### config.mk
export PLATFORM = sky130hd
export DESIGN_NAME = pwm_cfg_ramp
export DESIGN_NICKNAME = d
export VERILOG_FILES = /design/src/rtl/pwm_cfg_ramp.sv
export SDC_FILE = /design/constraint.sdc
export NUM_CORES = 1
export LEC_CHECK = 0
export ABC_CLOCK_PERIOD_IN_PS = 10600
export BUFFER_PORTS_ARGS = -buffer_cell sky130_fd_sc_hd__buf_2
export CAP_MARGIN = 20
export CORE_AREA = 2 2 118 120
export DETAILED_ROUTE_END_ITERATION = 6
export DIE_AREA = 0 0 120 122
export PLACE_DENSITY = 0.58
export SLEW_MARGIN = 20
export SYNTH_ARGS = -nofsm -noshare
export SYNTH_HDL_FRONTEND = slang
export SYNTH_SLANG_ARGS = --single-unit
### constraint.sdc
create_clock -name clk -period 10.6 [get_ports clk]
set_input_delay 1.59 -clock clk [delete_from_list [all_inputs] [get_ports clk]]
set_output_delay 1.59 -clock clk [all_outputs]
set_load 0.01 [all_outputs]
### src/rtl/pwm_cfg_ramp.sv
`default_nettype none
// ============================================================================
// Module   : pwm_cfg_ramp
// Brief    : Slews a linear duty setpoint toward its target and emits the
//            dithered 24-bit PWM config word, updated only on the PWM sync.
// Option   : PWM_CFG_RAMP_READBACK_EN adds the cur_o readback port.
// Revision : 1.0
// ============================================================================
module pwm_cfg_ramp #(
  parameter int         CCW  = 24,
  parameter logic [7:0] FULL = 8'd156,
  parameter int         VW   = 12
) (
  input  logic           clk,
  input  logic           rstn,
  input  logic           wr_i,
  input  logic [VW-1:0]  tgt_i,
  input  logic [VW-1:0]  step_i,
  input  logic           pwm_s_i,
  output logic [CCW-1:0] cfg_o,
  output logic           busy_o,
  output logic           done_o
`ifdef PWM_CFG_RAMP_READBACK_EN
  ,
  output logic [VW-1:0]  cur_o
`endif
);

  localparam logic [VW-1:0] c_TGT_MAX = VW'({FULL, 4'h0});

  logic [VW-1:0]  r_tgt;
  logic [VW-1:0]  r_step;
  logic [VW-1:0]  r_cur;
  logic [CCW-1:0] r_cfg;
  logic           r_busy;
  logic           r_done;

  logic [VW-1:0]  w_tgt_in;
  logic [VW-1:0]  w_nxt;
  logic [VW-1:0]  w_cur_new;
  logic [VW-1:0]  w_tgt_new;
  logic [VW:0]    w_diff;
  logic [VW:0]    w_stepped;
  logic           w_up;
  logic [15:0]    w_pat;

  always_comb begin
    w_tgt_in  = (tgt_i > c_TGT_MAX) ? c_TGT_MAX : tgt_i;
    w_up      = (r_tgt > r_cur);
    w_diff    = w_up ? ({1'b0, r_tgt} - {1'b0, r_cur}) : ({1'b0, r_cur} - {1'b0, r_tgt});
    w_stepped = w_up ? ({1'b0, r_cur} + {1'b0, r_step}) : ({1'b0, r_cur} - {1'b0, r_step});
    // A carry/borrow out of the step can only mean we passed the target: land on it.
    if (r_cur == r_tgt) begin
      w_nxt = r_cur;
    end else if ((r_step == '0) || (w_diff <= {1'b0, r_step}) || w_stepped[VW]) begin
      w_nxt = r_tgt;
    end else begin
      w_nxt = w_stepped[VW-1:0];
    end
    w_cur_new = pwm_s_i ? w_nxt : r_cur;
    w_tgt_new = wr_i ? w_tgt_in : r_tgt;
  end

  // Bit i is set when bitrev4(i) < fraction: f ones spread evenly over 16 periods.
  for (genvar gi = 0; gi < 16; gi++) begin : g_pat
    localparam logic [3:0] c_IDX = 4'(gi);
    localparam logic [3:0] c_REV = {c_IDX[0], c_IDX[1], c_IDX[2], c_IDX[3]};
    assign w_pat[gi] = (c_REV < w_nxt[3:0]);
  end

  always_ff @(posedge clk) begin
    if (!rstn) begin
      r_tgt  <= '0;
      r_step <= '0;
      r_cur  <= '0;
      r_cfg  <= '0;
      r_busy <= 1'b0;
      r_done <= 1'b0;
    end else begin
      if (wr_i) begin
        r_tgt  <= w_tgt_in;
        r_step <= step_i;
      end
      if (pwm_s_i) begin
        r_cur <= w_nxt;
        r_cfg <= {w_nxt[VW-1:VW-8], w_pat};
      end
      r_busy <= (w_cur_new != w_tgt_new);
      r_done <= pwm_s_i && (r_cur != r_tgt) && (w_nxt == r_tgt) && (w_tgt_new == w_nxt);
    end
  end

  assign cfg_o  = r_cfg;
  assign busy_o = r_busy;
  assign done_o = r_done;

`ifdef PWM_CFG_RAMP_READBACK_EN
  assign cur_o = r_cur;
`endif

endmodule
`default_nettype wire

== Word level (Yosys, flattened, before mapping) ==
Cells that the tools add are included.
Cells by class
  $lt $le $gt $ge: 19
  $add $sub $neg: 4
  equality and inequality tests: 5
  multiplexer cells: 7
  reduce and logical (&&, ||, !) cells: 6
Operator list (count)
  $mux 12: 5
  $sub 12x12->13: 3
  $eq 12x12->1: 3
  $lt 4x4->1 const A: 8
  $mux 13: 2
  $ne 12x12->1: 2
  $lt 3x4->1 const A: 4
  $add 12x12->13: 1
  $le 13x12->1: 1
  $gt 12x12->1: 1
  $gt 12x12->1 const B: 1
  $logic_not 12->1: 1
  $lt 1x4->1 const A: 2
  $lt 2x4->1 const A: 2
  $logic_and 1x1->1: 3
  $logic_or 1x1->1: 2
Storage, ports and cells
  bits in registers: 62
  word-level logic and storage cells: 47
  input port bits: 28
  output and inout port bits: 26

== Longest topological paths before layout ==
  depth after elaboration: 10
  gate-level depth with buffers: 30
  gate-level depth less buffers: 27

== Least setup slack after synthesis ==
No wires, ideal clock.
  path type: register to register
  start: register r_tgt[6]
  end: register r_busy, in the netlist busy_o
  data required time: 10475 ps
  path buffers: 3
  path slack: 5001 ps
  cell stages (with the launch flop): 31
  library setup time: 125 ps
  period minus slack after synthesis: 5599 ps
  arrival time: 5474 ps
  cell sequence: dfxtp_1 > inv_1 > ha_1 > buf_4 > a21o_1 > a21oi_1 > o21bai_1 > o2111ai_1 > a21o_1 > buf_6 > mux2_2 > a21oi_1 > o21ai_0 > a221oi_1 > o221ai_1 > a21oi_1 > xnor2_1 > ha_1 > o21ai_1 > nand2b_1 > a21oi_1 > a211o_1 > a221oi_2 > mux2i_4 > nor2_4 > buf_6 > mux2i_1 > xor2_1 > o21ai_1 > o2111ai_1 > o41a_1
On the way
  cells in the longest elaborated chain, start to end: 9
  elaborated cells between the ends (all ways): 14
  classes of those cells: 2 x add/sub; 2 x order compare; 2 x eq/ne; 6 x mux; 2 x reduce/logical
RTL lines
  from (decl): RTL line 31  | logic [VW-1:0] r_tgt;
  from (signal assigned): RTL line 81  | r_tgt <= w_tgt_in;
  $sub 12x12->13 or $gt 12x12->1 (tied branches): RTL line 50, 49
  $mux 13: RTL line 50  | w_diff = w_up ? ({1'b0, r_tgt} - {1'b0, r_cur}) : ({1'b0, r_cur} - {1'b0, r_tgt});
  $le 13x12->1: RTL line 55  | end else if ((r_step == '0) || (w_diff <= {1'b0, r_step}) || w_stepped[VW]) begin
  $logic_or 1x1->1 (2 in a row): RTL line 55
  $mux 12: RTL line 55
  $mux 12: RTL line 53  | if (r_cur == r_tgt) begin
  $mux 12
  $ne 12x12->1 *: RTL line 88  | r_busy <= (w_cur_new != w_tgt_new);
  to (signal assigned): RTL line 88
  to (decl): RTL line 35  | logic r_busy;
Every way passes the cells marked *; elsewhere a longest branch is shown, timed or not.
A chain may end at the register's enable or synchronous reset.

== Worst setup path in the final report ==
  start: register r_tgt[1]
  end: register r_done, in the netlist done_o
On the way
  cells in the longest elaborated chain, start to end: 10
  elaborated cells between the ends (all ways): 18
  classes of those cells: 2 x add/sub; 2 x order compare; 4 x eq/ne; 5 x mux; 5 x reduce/logical
RTL lines
  $sub 12x12->13 or $gt 12x12->1 (tied branches): RTL line 50, 49
  $mux 13: RTL line 50
  $le 13x12->1: RTL line 55
  $logic_or 1x1->1 (2 in a row): RTL line 55
  $mux 12: RTL line 55
  $mux 12: RTL line 53
  $eq 12x12->1: RTL line 89  | r_done <= pwm_s_i && (r_cur != r_tgt) && (w_nxt == r_tgt) && (w_tgt_new == w_nxt);
  $logic_and 1x1->1: RTL line 89
  $logic_and 1x1->1 *: RTL line 89
  to (signal assigned): RTL line 89
  to (decl): RTL line 36  | logic r_done;
Marked as above.

==> results_tabular.tex <==
\begin{tabular}{lr}
\hline
Metric & Value \\
\hline
\multicolumn{2}{l}{\textbf{STA}} \\
\quad Clock period minus worst slack & about 7 ns \\
\quad Setup ws final & 3.69 ns \\
\quad Clock skew & $\sim$0.009 ns \\
\quad Final Max Tran Viols & 0 \\
\quad Unrepaired setup endpoints after global routing & false \\
\quad Slew @ Worst Pin & about 0.85 ns \\
\quad Final Hold Slack & roughly 0.46 ns \\
\quad Final setup violation count & 0 \\
\quad Ratio of final minimum period to clock period & 0.652 \\
\quad Number of endpoints with negative hold slack in the final report & 0 \\
\quad Rel. slew slack & 0.432 \\
\quad Highest clock rate & roughly 140 MHz \\
\quad Total Neg Setup Slack & 0 ns \\
\multicolumn{2}{l}{\textbf{Route}} \\
\quad Post-route DRC & 0 \\
\quad Length of routed met3 wiring & slightly below 800 um \\
\quad Top Layer Used & met4 \\
\quad Remaining number of nets flagged by the antenna check after routing & 0 \\
\quad Met2 wire len & between 7000 and 8000 um \\
\quad Total via count in the routed design & a little under 5000 \\
\quad Routed wirelength normalized by instance count & 17.7 um \\
\quad Via-per-instance ratio & 5.52 \\
\quad Aggregate routed wire length & around 16000 um \\
\quad Number of violations reported at the end of detailed-routing iteration 0 & 289 \\
\quad Total routed wire length on the met1 layer & approximately 7300 um \\
\quad First-pass iteration count of the detailed router & 5 \\
\multicolumn{2}{l}{\textbf{Synthesis}} \\
\quad Cell with the most instances after synthesis & nor2\_1 \\
\quad Ys Warns & 0 \\
\quad Main synth FF type & dfxtp\_1 \\
\quad Post-synthesis cell area & roughly 0.0052 mm2 \\
\quad Sequential element share of the synthesized area & 0.235 \\
\quad Synthesized instance count & around 660 \\
\quad Most frequent cells after synthesis & 80 x nor2\_1, 61 x dfxtp\_1, 57 x a21oi\_1, 49 x ha\_1, 47 x inv\_1 \\
\quad Number of synthesized flops with an enable pin & 0 \\
\quad Total nets after synthesis & 741 \\
\quad Share of async-settable or async-resettable flops after synthesis & 0 \\
\quad Post-Syn Area per Cell & just under 8 um2 \\
\quad Cell type with the largest total area after synthesis & dfxtp\_1 \\
\quad Cell types with the largest area share after synthesis & dfxtp\_1 23\%, ha\_1 12\%, xnor2\_1 7.2\%, mux2i\_1 6.0\%, nor2\_1 5.8\% \\
\quad Number of synthesized register bits & 61 \\
\quad Yosys cell types & 66 \\
\quad Fraction of post-synthesis cell area in the top cell type by area & 0.235 \\
\multicolumn{2}{l}{\textbf{Cells and area}} \\
\quad Number of nets in the finished design & about 780 \\
\quad Final core occ & 0.432 \\
\quad Final antenna diode count & 0 \\
\quad Proportion of layout cells with a drive suffix above 1 & 0.125 \\
\quad Area growth from synthesis to final layout & 12.2\% \\
\quad Number of fill cells in the layout & $\sim$1400 \\
\multicolumn{2}{l}{\textbf{CTS}} \\
\quad Clock latency at the later pin of the worst-skew pair & 0.34 ns \\
\quad Resize count post-CTS & 0 \\
\quad TritonCTS Buffers & 9 \\
\quad Post-CTS setup buffer count & 0 \\
\quad TritonCTS clock tree & done \\
\quad TritonCTS Sinks & approximately 60 \\
\quad Quantity of hold-fixing buffers added after cts & 0 \\
\quad Clock transition time at the flip-flop clock pins of the worst setup and hold paths & around 0.060 ns \\
\quad Clock Root Buffer & clkbuf\_16 \\
\quad H-tree depth & 3 \\
\quad Number of buffers on the longest clock path & 2 \\
\multicolumn{2}{l}{\textbf{Worst setup path}} \\
\quad CP bufs+invs & 2 \\
\quad Critical path type & flop to flop \\
\quad Setup crit end kind & flop \\
\quad CP arrival & between 7 and 8 ns \\
\quad Data required time at the worst endpoint & about 11 ns \\
\quad Cell with the largest stage delay on the worst path & mux2i\_1 \\
\quad Setup crit start kind & flop \\
\quad Worst Path Max Fanout & 32 \\
\quad Cell repeated most along the worst path & a21oi\_1 \\
\quad Largest stage delay on the critical path & between 0.5 and 0.6 ns \\
\quad Cell family with most CP delay & compound AO/OA/AOI/OAI gates \\
\multicolumn{2}{l}{\textbf{Status}} \\
\quad Result of the run & finished, final reports clean \\
\multicolumn{2}{l}{\textbf{Die}} \\
\quad Die Footprint & 0.0146 mm2 \\
\quad Floorplan row count & 43 \\
\quad Ports & between 50 and 60 \\
\quad DIE WIDTH & 120 um \\
\quad Initial core utilization & 0.385 \\
\quad CORE AREA & between 0.01 and 0.015 mm2 \\
\quad Overall die height & approximately 120 um \\
\multicolumn{2}{l}{\textbf{Run}} \\
\quad Number of violations of the max-capacitance limit & 0 \\
\multicolumn{2}{l}{\textbf{Place}} \\
\quad Routability congestion estimate & 0.911 \\
\quad Worst slack at placement & approximately 3.8 ns \\
\quad Buffers on Ports & 52 \\
\quad HPWL after DPL & 12000 um \\
\multicolumn{2}{l}{\textbf{Global routing}} \\
\quad Vias in the first global route & about 4900 \\
\quad Wire length of the first global-routing pass & 25000 um \\
\quad Overall overflow remaining after global route & 0 \\
\quad Number of antenna violations at the first check in global routing & 0 \\
\quad Overall global routing resource usage & 0.220 \\
\quad Pin count of the biggest net entering global routing & 47 \\
\multicolumn{2}{l}{\textbf{Hold path}} \\
\quad Path category of the worst min-delay check & flop to flop \\
\hline
\end{tabular}
## cells by family after synthesis
kind of cell / count (synthesis) / share of synthesized area
muxes: 39 / 0.0796
other: 1 / 0.000721
xor gates and xnor gates: 61 / 0.103
DFF: 61 / 0.235
and+or+nand+nor: 185 / 0.164
buffers and inverters: 80 / 0.0630
adders and majority gates: 52 / 0.129
AOI/OAI and AO/OA: 182 / 0.226
## through the flow
stage | cell area [um2] | instances
floorplan | 5200 | 661
global placement | 5570 | 866
detailed placement | 5570 | 866
CTS | 5840 | 882
global route | 5840 | 882
finish | 5840 | 882
## per-layer routing
layer / GRT usage / vias to the layer above
met5: 0 / -
met4: 0.0816 / 0
met1: 0.283 / 2273
li1: - / 2407
met2: 0.369 / 165
met3: 0.0393 / 23
## worst min-delay path, stage by stage (launching register included)
cell and delay, ns:
dfxtp_1 0.30, nand2_1 0.06, a21oi_1 0.05
## worst paths after layout
check,startpoint,end,slack [ns],depth (start not counted)
setup / recovery,r_tgt[1],done_o,3.69,28
setup reg to reg,r_tgt[1],done_o,3.69,28
hold reg to reg,cfg_o[16],cfg_o[16],0.46,2
hold / removal,cfg_o[16],cfg_o[16],0.46,2
## registers in the layout, indices dropped and copies added, names as in the netlist
| name | flops |
|---|---|
| r_cur | 12 |
| busy_o | 1 |
| r_step | 12 |
| r_tgt | 12 |
| done_o | 1 |
| cfg_o | 23 |
## final cells by class
| class | instances | area (um2) | share of cell area |
|---|---|---|---|
| clock buffer | 10 | 229 | 0.0392 |
| clock inverter | 6 | 38.8 | 0.00664 |
| inverter | 50 | 188 | 0.0321 |
| multi-input combinational | 520 | 3650 | 0.626 |
| sequential | 61 | 1220 | 0.209 |
| tap | 180 | 225 | 0.0386 |
| timing repair buffer | 55 | 283 | 0.0484 |
## cells in the final DEF, fill, tap and decap left out, drive strengths merged, types with 2 or more instances in the layout
master,count
a22oi,8
nor3,13
nand3,9
mux2,6
xnor2,43
o221a,2
nor4,5
dfxtp,61
a41oi,2
clkbuf,10
o22ai,3
o21bai,4
xor2,18
and2,9
buf,55
nand2,42
o2111ai,4
nand2b,6
a21oi,60
nand4,10
nand3b,3
o21ai,31
a21o,19
inv,49
o21a,3
a31oi,14
nor2b,3
clkinv,5
clkinvlp,2
nor2,81
a211oi,10
or2,2
a221oi,2
o211ai,7
mux2i,33
ha,49
o31ai,2
fa,3
Power is left out: the tool's default activity adds up to more than one toggle a clock period on the data nets, which glitch-free logic cannot reach.
